File: config.mk
export PLATFORM = sky130hd
export DESIGN_NAME = acc_read_sched_flat
export DESIGN_NICKNAME = d
export VERILOG_FILES = /design/src/rtl/acc_read_sched_if.sv /design/src/rtl/acc_read_sched.sv /design/src/flat_wrapper.sv
export SDC_FILE = /design/constraint.sdc
export NUM_CORES = 1
export LEC_CHECK = 0
export CORE_MARGIN = 8
export CORE_UTILIZATION = 40
export DETAILED_ROUTE_END_ITERATION = 12
export PLACE_DENSITY = 0.71
export SYNTH_ARGS = -nofsm -noshare
export SYNTH_HDL_FRONTEND = slang
export SYNTH_SLANG_ARGS = --single-unit
File: constraint.sdc
create_clock -name clk -period 3.9 [get_ports clk]
set_input_delay 0.78 -clock clk [delete_from_list [all_inputs] [get_ports clk]]
set_output_delay 0.78 -clock clk [all_outputs]
set_load 0.005 [all_outputs]
File: src/rtl/acc_read_sched_if.sv
// rtl/acc_read_sched_if.sv - byte-level handshake between the read sequencer and the SPI byte engine
interface acc_read_sched_if;
    logic       spi_start;
    logic [7:0] spi_tx;
    logic       spi_cs_n;
    logic       spi_done;
    logic [7:0] spi_rx;

    modport master (
        output spi_start,
        output spi_tx,
        output spi_cs_n,
        input  spi_done,
        input  spi_rx
    );

    modport slave (
        input  spi_start,
        input  spi_tx,
        input  spi_cs_n,
        output spi_done,
        output spi_rx
    );
endinterface

File: src/rtl/acc_read_sched.sv
// rtl/acc_read_sched.sv - accelerometer SPI sequencer: one-time config write, periodic burst read, atomic XYZ publish
module acc_read_sched #(
    parameter logic [5:0] INIT_ADDR = 6'h2D,
    parameter logic [7:0] INIT_DATA = 8'h08,
    parameter logic [5:0] DATA_ADDR = 6'h32,
    parameter int         NBYTES    = 6,
    parameter int         PERIOD    = 100000,
    parameter int         TIMEOUT   = 4096,
    parameter int         CS_GAP    = 8
) (
    input  logic               clk,
    input  logic               rst,
    input  logic               en,
    acc_read_sched_if.master   spi,
    output logic signed [15:0] acc_x,
    output logic signed [15:0] acc_y,
    output logic signed [15:0] acc_z,
    output logic               sample_valid,
    output logic               busy,
    output logic               err
);
    localparam int PW = $clog2(PERIOD);
    localparam int TW = $clog2(TIMEOUT);
    localparam int GW = $clog2(CS_GAP + 1);
    localparam int IW = $clog2(NBYTES);

    localparam logic [PW-1:0] PER_LAST = PW'(PERIOD - 1);
    localparam logic [TW-1:0] TO_LAST  = TW'(TIMEOUT - 1);
    localparam logic [GW-1:0] GAP_LAST = GW'(CS_GAP - 1);
    localparam logic [IW-1:0] IDX_LAST = IW'(NBYTES - 1);
    localparam logic [7:0]    TX_INIT  = {2'b00, INIT_ADDR};
    localparam logic [7:0]    TX_READ  = {2'b11, DATA_ADDR};

    typedef enum logic [3:0] {
        IDLE, GAP, INIT_CMD, INIT_DAT, WAIT, RD_CMD, RD_BYTE, PUBLISH, ERROR
    } state_t;

    state_t        state;
    logic          gap_to_init;
    logic          init_done;
    logic          stop_req;
    logic [GW-1:0] gap_cnt;
    logic [PW-1:0] per_cnt;
    logic [TW-1:0] to_cnt;
    logic [IW-1:0] idx;
    logic [7:0]    shadow [NBYTES];

    assign busy = ~spi.spi_cs_n;

    always_ff @(posedge clk or posedge rst) begin
        if (rst) begin
            state         <= IDLE;
            gap_to_init   <= 1'b1;
            init_done     <= 1'b0;
            stop_req      <= 1'b0;
            gap_cnt       <= '0;
            per_cnt       <= '0;
            to_cnt        <= '0;
            idx           <= '0;
            spi.spi_start <= 1'b0;
            spi.spi_tx    <= 8'h00;
            spi.spi_cs_n  <= 1'b1;
            acc_x         <= '0;
            acc_y         <= '0;
            acc_z         <= '0;
            sample_valid  <= 1'b0;
            err           <= 1'b0;
        end else begin
            spi.spi_start <= 1'b0;
            sample_valid  <= 1'b0;
            // Saturating period counter: a late WAIT entry still triggers the read at once
            if (per_cnt != PER_LAST) per_cnt <= per_cnt + PW'(1);

            case (state)
                IDLE: begin
                    if (en) begin
                        state       <= GAP;
                        gap_cnt     <= '0;
                        gap_to_init <= ~init_done;
                    end
                end
                GAP: begin
                    gap_cnt <= gap_cnt + GW'(1);
                    if (!en) begin
                        state <= IDLE;
                    end else if (gap_cnt == GAP_LAST) begin
                        if (gap_to_init) begin
                            state         <= INIT_CMD;
                            spi.spi_start <= 1'b1;
                            spi.spi_tx    <= TX_INIT;
                            spi.spi_cs_n  <= 1'b0;
                            to_cnt        <= '0;
                        end else begin
                            state <= WAIT;
                        end
                    end
                end
                WAIT: begin
                    if (!en) begin
                        state <= IDLE;
                    end else if (per_cnt == PER_LAST) begin
                        state         <= RD_CMD;
                        per_cnt       <= '0;
                        spi.spi_start <= 1'b1;
                        spi.spi_tx    <= TX_READ;
                        spi.spi_cs_n  <= 1'b0;
                        to_cnt        <= '0;
                    end
                end
                INIT_CMD, INIT_DAT, RD_CMD, RD_BYTE: begin
                    stop_req <= stop_req | ~en;
                    if (spi.spi_done) begin
                        to_cnt <= '0;
                        if (state == INIT_DAT) init_done <= 1'b1;
                        if (stop_req || !en) begin
                            state        <= IDLE;
                            spi.spi_cs_n <= 1'b1;
                            stop_req     <= 1'b0;
                        end else begin
                            case (state)
                                INIT_CMD: begin
                                    state         <= INIT_DAT;
                                    spi.spi_start <= 1'b1;
                                    spi.spi_tx    <= INIT_DATA;
                                end
                                INIT_DAT: begin
                                    state        <= GAP;
                                    spi.spi_cs_n <= 1'b1;
                                    gap_cnt      <= '0;
                                    gap_to_init  <= 1'b0;
                                end
                                RD_CMD: begin
                                    state         <= RD_BYTE;
                                    idx           <= '0;
                                    spi.spi_start <= 1'b1;
                                    spi.spi_tx    <= 8'h00;
                                end
                                default: begin
                                    if (idx == IDX_LAST) begin
                                        // Last byte is taken straight from spi_rx so all axes land together
                                        state        <= PUBLISH;
                                        spi.spi_cs_n <= 1'b1;
                                        acc_x        <= {shadow[1], shadow[0]};
                                        acc_y        <= {shadow[3], shadow[2]};
                                        acc_z        <= {spi.spi_rx, shadow[4]};
                                        sample_valid <= 1'b1;
                                    end else begin
                                        idx           <= idx + IW'(1);
                                        spi.spi_start <= 1'b1;
                                        spi.spi_tx    <= 8'h00;
                                    end
                                end
                            endcase
                        end
                    end else if (to_cnt == TO_LAST) begin
                        state        <= ERROR;
                        spi.spi_cs_n <= 1'b1;
                        err          <= 1'b1;
                        init_done    <= 1'b0;
                        stop_req     <= 1'b0;
                    end else begin
                        to_cnt <= to_cnt + TW'(1);
                    end
                end
                PUBLISH: begin
                    state       <= GAP;
                    gap_cnt     <= '0;
                    gap_to_init <= 1'b0;
                end
                ERROR: begin
                    state <= IDLE;
                end
                default: begin
                    state <= IDLE;
                end
            endcase
        end
    end

    always_ff @(posedge clk) begin
        if (state == RD_BYTE && spi.spi_done) shadow[idx] <= spi.spi_rx;
    end
endmodule

File: src/flat_wrapper.sv
// flat-port wrapper written by rule: the top's interface ports become plain ports
module acc_read_sched_flat 
#(
    parameter logic [5:0] INIT_ADDR = 6'h2D,
    parameter logic [7:0] INIT_DATA = 8'h08,
    parameter logic [5:0] DATA_ADDR = 6'h32,
    parameter int         NBYTES    = 6,
    parameter int         PERIOD    = 100000,
    parameter int         TIMEOUT   = 4096,
    parameter int         CS_GAP    = 8
)
  (clk, rst, en, acc_x, acc_y, acc_z, sample_valid, busy, err, spi_spi_start, spi_spi_tx, spi_spi_cs_n, spi_spi_done, spi_spi_rx);
  acc_read_sched_if spi_i ();
  input  logic clk;
  input  logic rst;
  input  logic en;
  output logic signed [15:0] acc_x;
  output logic signed [15:0] acc_y;
  output logic signed [15:0] acc_z;
  output logic sample_valid;
  output logic busy;
  output logic err;
  output wire logic [$bits(spi_i.spi_start)-1:0] spi_spi_start;
  output wire logic [$bits(spi_i.spi_tx)-1:0] spi_spi_tx;
  output wire logic [$bits(spi_i.spi_cs_n)-1:0] spi_spi_cs_n;
  input wire logic [$bits(spi_i.spi_done)-1:0] spi_spi_done;
  input wire logic [$bits(spi_i.spi_rx)-1:0] spi_spi_rx;
  assign spi_spi_start = spi_i.spi_start;
  assign spi_spi_tx = spi_i.spi_tx;
  assign spi_spi_cs_n = spi_i.spi_cs_n;
  assign spi_i.spi_done = spi_spi_done;
  assign spi_i.spi_rx = spi_spi_rx;
  acc_read_sched #(.INIT_ADDR(INIT_ADDR), .INIT_DATA(INIT_DATA), .DATA_ADDR(DATA_ADDR), .NBYTES(NBYTES), .PERIOD(PERIOD), .TIMEOUT(TIMEOUT), .CS_GAP(CS_GAP)) u_core (.clk(clk), .rst(rst), .en(en), .spi(spi_i), .acc_x(acc_x), .acc_y(acc_y), .acc_z(acc_z), .sample_valid(sample_valid), .busy(busy), .err(err));
endmodule
# Yosys cells after proc, flatten, opt, wreduce, memory -nomap -nowiden
# Memories as Yosys holds them, arrays and structs flattened. A register that Yosys moved wholly into a read port is not among the register bits.
# Cells that the tools add are included.
[word_totals]
register_bits = 71
latch_bits = 0
mem_bits_rw = 48
mem_bits_ro = 0
input_bits = 12
output_inout_bits = 61
n_memories = 1
[op_classes]
n_addsub = 4
multipliers = 0
div_mod_pow = 0
order_cmp = 0
eq_ne = 32
shift = 0
mux = 80
bitwise = 8
n_reduce_logical = 22
[memory_table]
columns = ["name", "words", "word_bits", "rd", "rd_clocked_by_memory_dff", "wr", "line_no", "rtl"]
rows = [
  ["u_core.shadow", 6, 8, 5, 5, 1, "acc_read_sched.sv:46", "logic [7:0] shadow [NBYTES];"],
]
[op_table]
columns = ["operator", "n"]
rows = [
  ["two-way mux 12 bit", 7],
  ["two-way mux 17 bit", 4],
  ["two-way mux 8 bit", 8],
  ["two-way mux 4 bit", 13],
  ["case mux 8 bit (3 select lines)", 2],
  ["case mux 12 bit (3 select lines)", 1],
  ["two-way mux 1 bit", 34],
  ["AND reduction 5 bit", 5],
  ["equality test 4 x 3 -> 1 bit, second input constant", 5],
  ["case mux 4 bit (5 select lines)", 1],
  ["adder 17 x 1 -> 17 bit, second input constant", 1],
  ["equality test 17 bit, second input constant", 1],
  ["inequality test 17 bit, second input constant", 1],
  ["case mux 4 bit (4 select lines)", 1],
  ["inequality test 2 bit, second input constant", 7],
  ["adder 12 x 1 -> 12 bit, second input constant", 1],
  ["equality test 12 bit, second input constant", 1],
  ["case mux 4 bit (3 select lines)", 1],
  ["inequality test 2 x 1 -> 1 bit, second input constant", 5],
  ["AND reduction 10 bit", 1],
  ["inequality test 3 x 2 -> 1 bit, second input constant", 3],
  ["case mux 1 bit (3 select lines)", 3],
  ["AND reduction 9 bit", 1],
  ["equality test 4 x 2 -> 1 bit, second input constant", 2],
  ["26 further kinds", 37],
]

# Logic depth before layout (Yosys ltp)
[depth]
depth_word = 6
depth_mapped = 8
depth_no_buf = 7

# Least setup slack after synthesis
# Ideal clock, no wire load.
[synth_timing]
path_type = "input -> register"
from = "in en"
to = "reg u_core.acc_x[0] (netlist: acc_x[0]), read port of u_core.shadow"
setup_time_ps = 125
arrival_ps = 2395
t_required_ps = 3775
path_slack_ps = 1380
stages = 7
path_cell_list = "buf_2 > and3b_1 > nand2_1 > nor3_1 > buf_2 > buf_2 > mux2_2"
[synth_between]
elab_chain_len = 4
[synth_rtl]
columns = ["item", "line_no", "rtl"]
rows = [
  ["start, declared", "flat_wrapper.sv:16", "input logic en;"],
  ["logical NOT 1 bit", "--", ""],
  ["logical OR 1 bit", "acc_read_sched.sv:115", "if (stop_req || !en) begin"],
  ["inverter 1 bit (no line)", "--", ""],
  ["AND reduction 5 bit (no line)", "--", ""],
  ["end, declared", "acc_read_sched.sv:15", "output logic signed [15:0] acc_x,"],
]
# Every way passes these cells.
# A chain may end at the register's enable or synchronous reset.

# Final worst setup path
[layout_timing]
from = "reg u_core.state[2]"
to = "reg u_core.spi.spi_tx[2]"
[layout_between]
elab_chain_len = 5
elab_cells_between_ends = 22
cone_classes = "15 x eq/ne; 4 x mux; 3 x reduce/logical"
[layout_rtl]
columns = ["item", "line_no", "rtl"]
rows = [
  ["start, declared", "acc_read_sched.sv:38", "state_t state;"],
  ["start signal, assigned", "acc_read_sched.sv:52", "state <= IDLE;"],
  ["start signal, assigned", "acc_read_sched.sv:77", "state <= GAP;"],
  ["start signal, assigned", "acc_read_sched.sv:85", "state <= IDLE;"],
  ["equality test 4 x 3 -> 1 bit / equality test 4 x 2 -> 1 bit (equally long branches)", "acc_read_sched.sv:74, acc_read_sched.sv:120", ""],
  ["case mux 8 bit (3 select lines)", "acc_read_sched.sv:120", "case (state)"],
  ["two-way mux 8 bit", "acc_read_sched.sv:115", ""],
  ["two-way mux 8 bit", "acc_read_sched.sv:112", "if (spi.spi_done) begin"],
  ["case mux 8 bit (3 select lines)", "acc_read_sched.sv:74", "case (state)"],
  ["end signal, assigned", "acc_read_sched.sv:90", "spi.spi_tx <= TX_INIT;"],
  ["end signal, assigned", "acc_read_sched.sv:124", "spi.spi_tx <= INIT_DATA;"],
  ["end signal, assigned", "acc_read_sched.sv:136", "spi.spi_tx <= 8'h00;"],
  ["end, declared", "acc_read_sched_if.sv:11", "output spi_tx,"],
]
# Several ways; a longest one is shown, not always the timed one. The select of a mux whose other input is x is not followed.

==> run summary <==
### Cells and area
• nets: 555
• Area growth syn-to-layout: 25.59%
• most common cell after layout, fill and taps aside: sky130_fd_sc_hd__dfrtp_1
• final instance count without filler cells: 734
• area of the multi-input gates: 2078 µm²
• Fillers: 1,241
• final core utilization: 51.18%
• flip-flop and latch area: 3681 µm²
• proportion of layout cells with a drive suffix above 1: 18.18%
• most frequent cells in the layout: sky130_fd_sc_hd__dfrtp_1 (97), sky130_fd_sc_hd__clkdlybuf4s50_1 (72), sky130_fd_sc_hd__mux2_2 (50), sky130_fd_sc_hd__edfxtp_1 (40)
• diode insertion count for antenna repair: 0

### Route
• number of violations reported at the end of detailed-routing iteration 0: 240
• vias per std cell: 5.402
• number of optimization iterations in the first detailed-route pass: 5
• routed len/inst: 17.55 µm
• total wire length: 12,880 µm
• overall via count from detail_route: 3,965
• remaining antenna violation count: 0
• final routed DRC violation total: 0

### Synthesis
• synthesized area per cell: 12.69 µm²
• ys async rst share: 71.22%
• synthesized netlist cell count: 465
• cell area after technology mapping: 5901 µm²
• post-synthesis sequential area ratio: 62.38%
• number of unique standard cell types used by synthesis: 58
• Yosys top cell by area: sky130_fd_sc_hd__dfrtp_1
• net count after synthesis: 483
• flip-flop and latch count after synthesis: 139
• number of flops mapped to enable cells by yosys: 40
• share of Yosys cell area claimed by the top area cell type: 41.14%
• Synth area leaders: sky130_fd_sc_hd__dfrtp_1 (41%), sky130_fd_sc_hd__edfxtp_1 (20%), sky130_fd_sc_hd__mux2_2 (9.5%)
• Yosys Warn Count: 0
• Main synth FF type: sky130_fd_sc_hd__dfrtp_1

### Status
• run status: completed

### Power and ir drop
• total power divided by cell area: 608.7 nW/µm²
• VDD IR-drop max: 0.0003621 V
• Leak Pwr: 3.069 nW

### Setup path
• category of the critical setup timing path: reg2reg
• Worst setup EP type: register
• internal reg-to-reg setup slack: 1.21 ns
• required time at the worst-slack endpoint: 4.20 ns
• Worst Path Max Fanout: 21
• data arrival time of the critical path: 2.99 ns
• startpoint kind of the worst setup timing path: register

### Timing
• number of pins with negative max-slew slack in the final report: 0
• final critical-path setup slack: 1.210 ns
• Final min period: 2.690 ns
• final critical-path share of the clock period: 68.99%
• hold violation count in the final report: 0
• sum of negative setup slack: 0 ns
• setup repair after global routing missed its margin: no
• final setup skew: 0.01458 ns
• maximum achievable frequency: 371.7 MHz
• slew at the pin closest to its max-slew limit: 0.7710 ns
• endpoints failing setup: 0
• worst slew margin relative to its limit: 47.87%

### Place
• PortBufs: 72
• RePlAce Congestion: 0.8488
• pre-CTS WS: 0.7944 ns
• post-placement cell count: 702
• DPL Wire Length: 8705 µm

### CTS
• post-cts repair resize count: 0
• Post CTS Setup Buffer Count: 0
• CTS max path bufs: 2
• clock-pin slew reported for the worst setup and hold paths after clock tree synthesis: 0.06 ns
• clock latency on the worst-skew pair: 0.42 ns
• H-tree Lvls: 4
• cell chosen for the clock root: sky130_fd_sc_hd__clkbuf_16
• total clock sinks: 139
• clock tree from TritonCTS: done
• number of hold buffers added after CTS: 0
• Inserted Clock Buffers: 17

### Global routing
• via count of the first global-routing pass: 4,176
• global-route congestion overflow total: 0
• initial antenna violation count: 0
• global-route wire length before repair: 21,470 µm
• largest net degree at the start of global routing: 54
• combined global-route utilization of all metal layers: 14.65%

### Min path
• classification of the worst-slack hold path: reg2reg

### Floorplan
• die height: 137.5 µm
• area of the placeable core: 14,480 µm²
• number of I/O pins: 73
• FP Rows: 44
• width of the die: 137.5 µm
• overall die area: 18,890 µm²
• Initial Utilization: 40.75%

### Flow run
• max-capacitance violation count: 0

[sequential cells by signal, summed over array words and instances (netlist names), 3 cells and up]
signal             count
u_core.state           4
u_core.shadow         40
acc_y                 16
u_core.idx             3
u_core.acc_z           8
u_core.per_cnt        17
u_core.gap_cnt         4
acc_x                 16
u_core.spi.spi_tx      4
acc_z                  8
u_core.to_cnt         12
[critical path, stage by stage (launching register included)]
cell and delay, ns:
sky130_fd_sc_hd__dfrtp_1 0.74, sky130_fd_sc_hd__nor4b_1 0.71, sky130_fd_sc_hd__a211o_1 0.49, sky130_fd_sc_hd__a2111o_1 0.28, sky130_fd_sc_hd__mux2_1 0.34
[cells in the mapped netlist (all sizes together), types with 2 or more instances]
cell type	instances
edfxtp	40
nor2b	5
nand2b	6
a211o	3
and2	3
o41ai	4
o21ai	26
o31ai	4
nor3b	2
a21o	2
buf	11
nor4b	2
o22a	2
ha	6
nand3	17
mux2i	2
dfstp	2
a21oi	19
o211ai	4
nor2	28
xnor2	8
or2	3
nor4	4
nand4	8
inv	11
and3	7
o311ai	2
nand2	28
xor2	4
a311oi	2
nor3	5
clkbuf	16
mux2	52
a41oi	2
a31oi	5
nand3b	2
dfrtp	97
and4	4
or4	3
[layout make-up]
class                      count  area share [%]
sequential                   139           49.67
multi-input combinational    288           28.04
timing repair buffer          80           10.87
clock buffer                  22           6.129
tap                          184           3.107
clock inverter                10           1.587
inverter                      11          0.5909
[worst paths after layout]
kind,cells past startpoint,from,to
worst max-delay path,4,u_core.state[2]$_DFFE_PP0P_,u_core.spi.spi_tx[2]$_DFFE_PP0P_
worst min-delay path,1,u_core.init_done$_DFFE_PP0P_,u_core.gap_to_init$_DFFE_PP1P_
worst max register to register,4,u_core.state[2]$_DFFE_PP0P_,u_core.spi.spi_tx[2]$_DFFE_PP0P_
worst min register to register,1,u_core.init_done$_DFFE_PP0P_,u_core.gap_to_init$_DFFE_PP1P_
max in group asynchronous,3,rst,u_core.gap_to_init$_DFFE_PP1P_
min in group asynchronous,2,rst,acc_z[4]$_DFFE_PP0P_
[power by group]
part | total (mW) | leakage (nW) | switching (mW) | internal (mW)
registers | 1.96 | 1.66 | 0.269 | 1.69
logic | 0.996 | 1.14 | 0.521 | 0.475
clock network | 1.55 | 0.268 | 0.595 | 0.957
[per-layer routing]
metal  up-vias  part of all wire [%]  track usage (%)
met5         -                     0                0
met4         0                   2.3            7.182
met3        17                   6.6            4.632
met2       105                    49            24.12
met1      1981                    42            16.98
li1       1862                     -                -
[cells by family after synthesis]
kind of cell	Yosys count	share of synthesized area (%)
muxes	54	10.26
buffers and inverters	38	2.799
adders and majority gates	6	1.272
AOI/OAI and AO/OA	85	9.330
DFF	139	62.38
xor gates and xnor gates	12	1.781
and+or+nand+nor	131	12.17
[stage by stage]
stage	hold slack (ns)	instance area, µm²	total power [mW]
after floorplan	0.3921	5901	2.660
after global placement	0.4127	6839	2.913
after detailed placement	0.4206	6839	2.969
after CTS	0.4276	7411	4.558
after global routing	0.4512	7411	4.771
final	0.4237	7411	4.511
No activity file was read; power rests on OpenSTA's default activity.
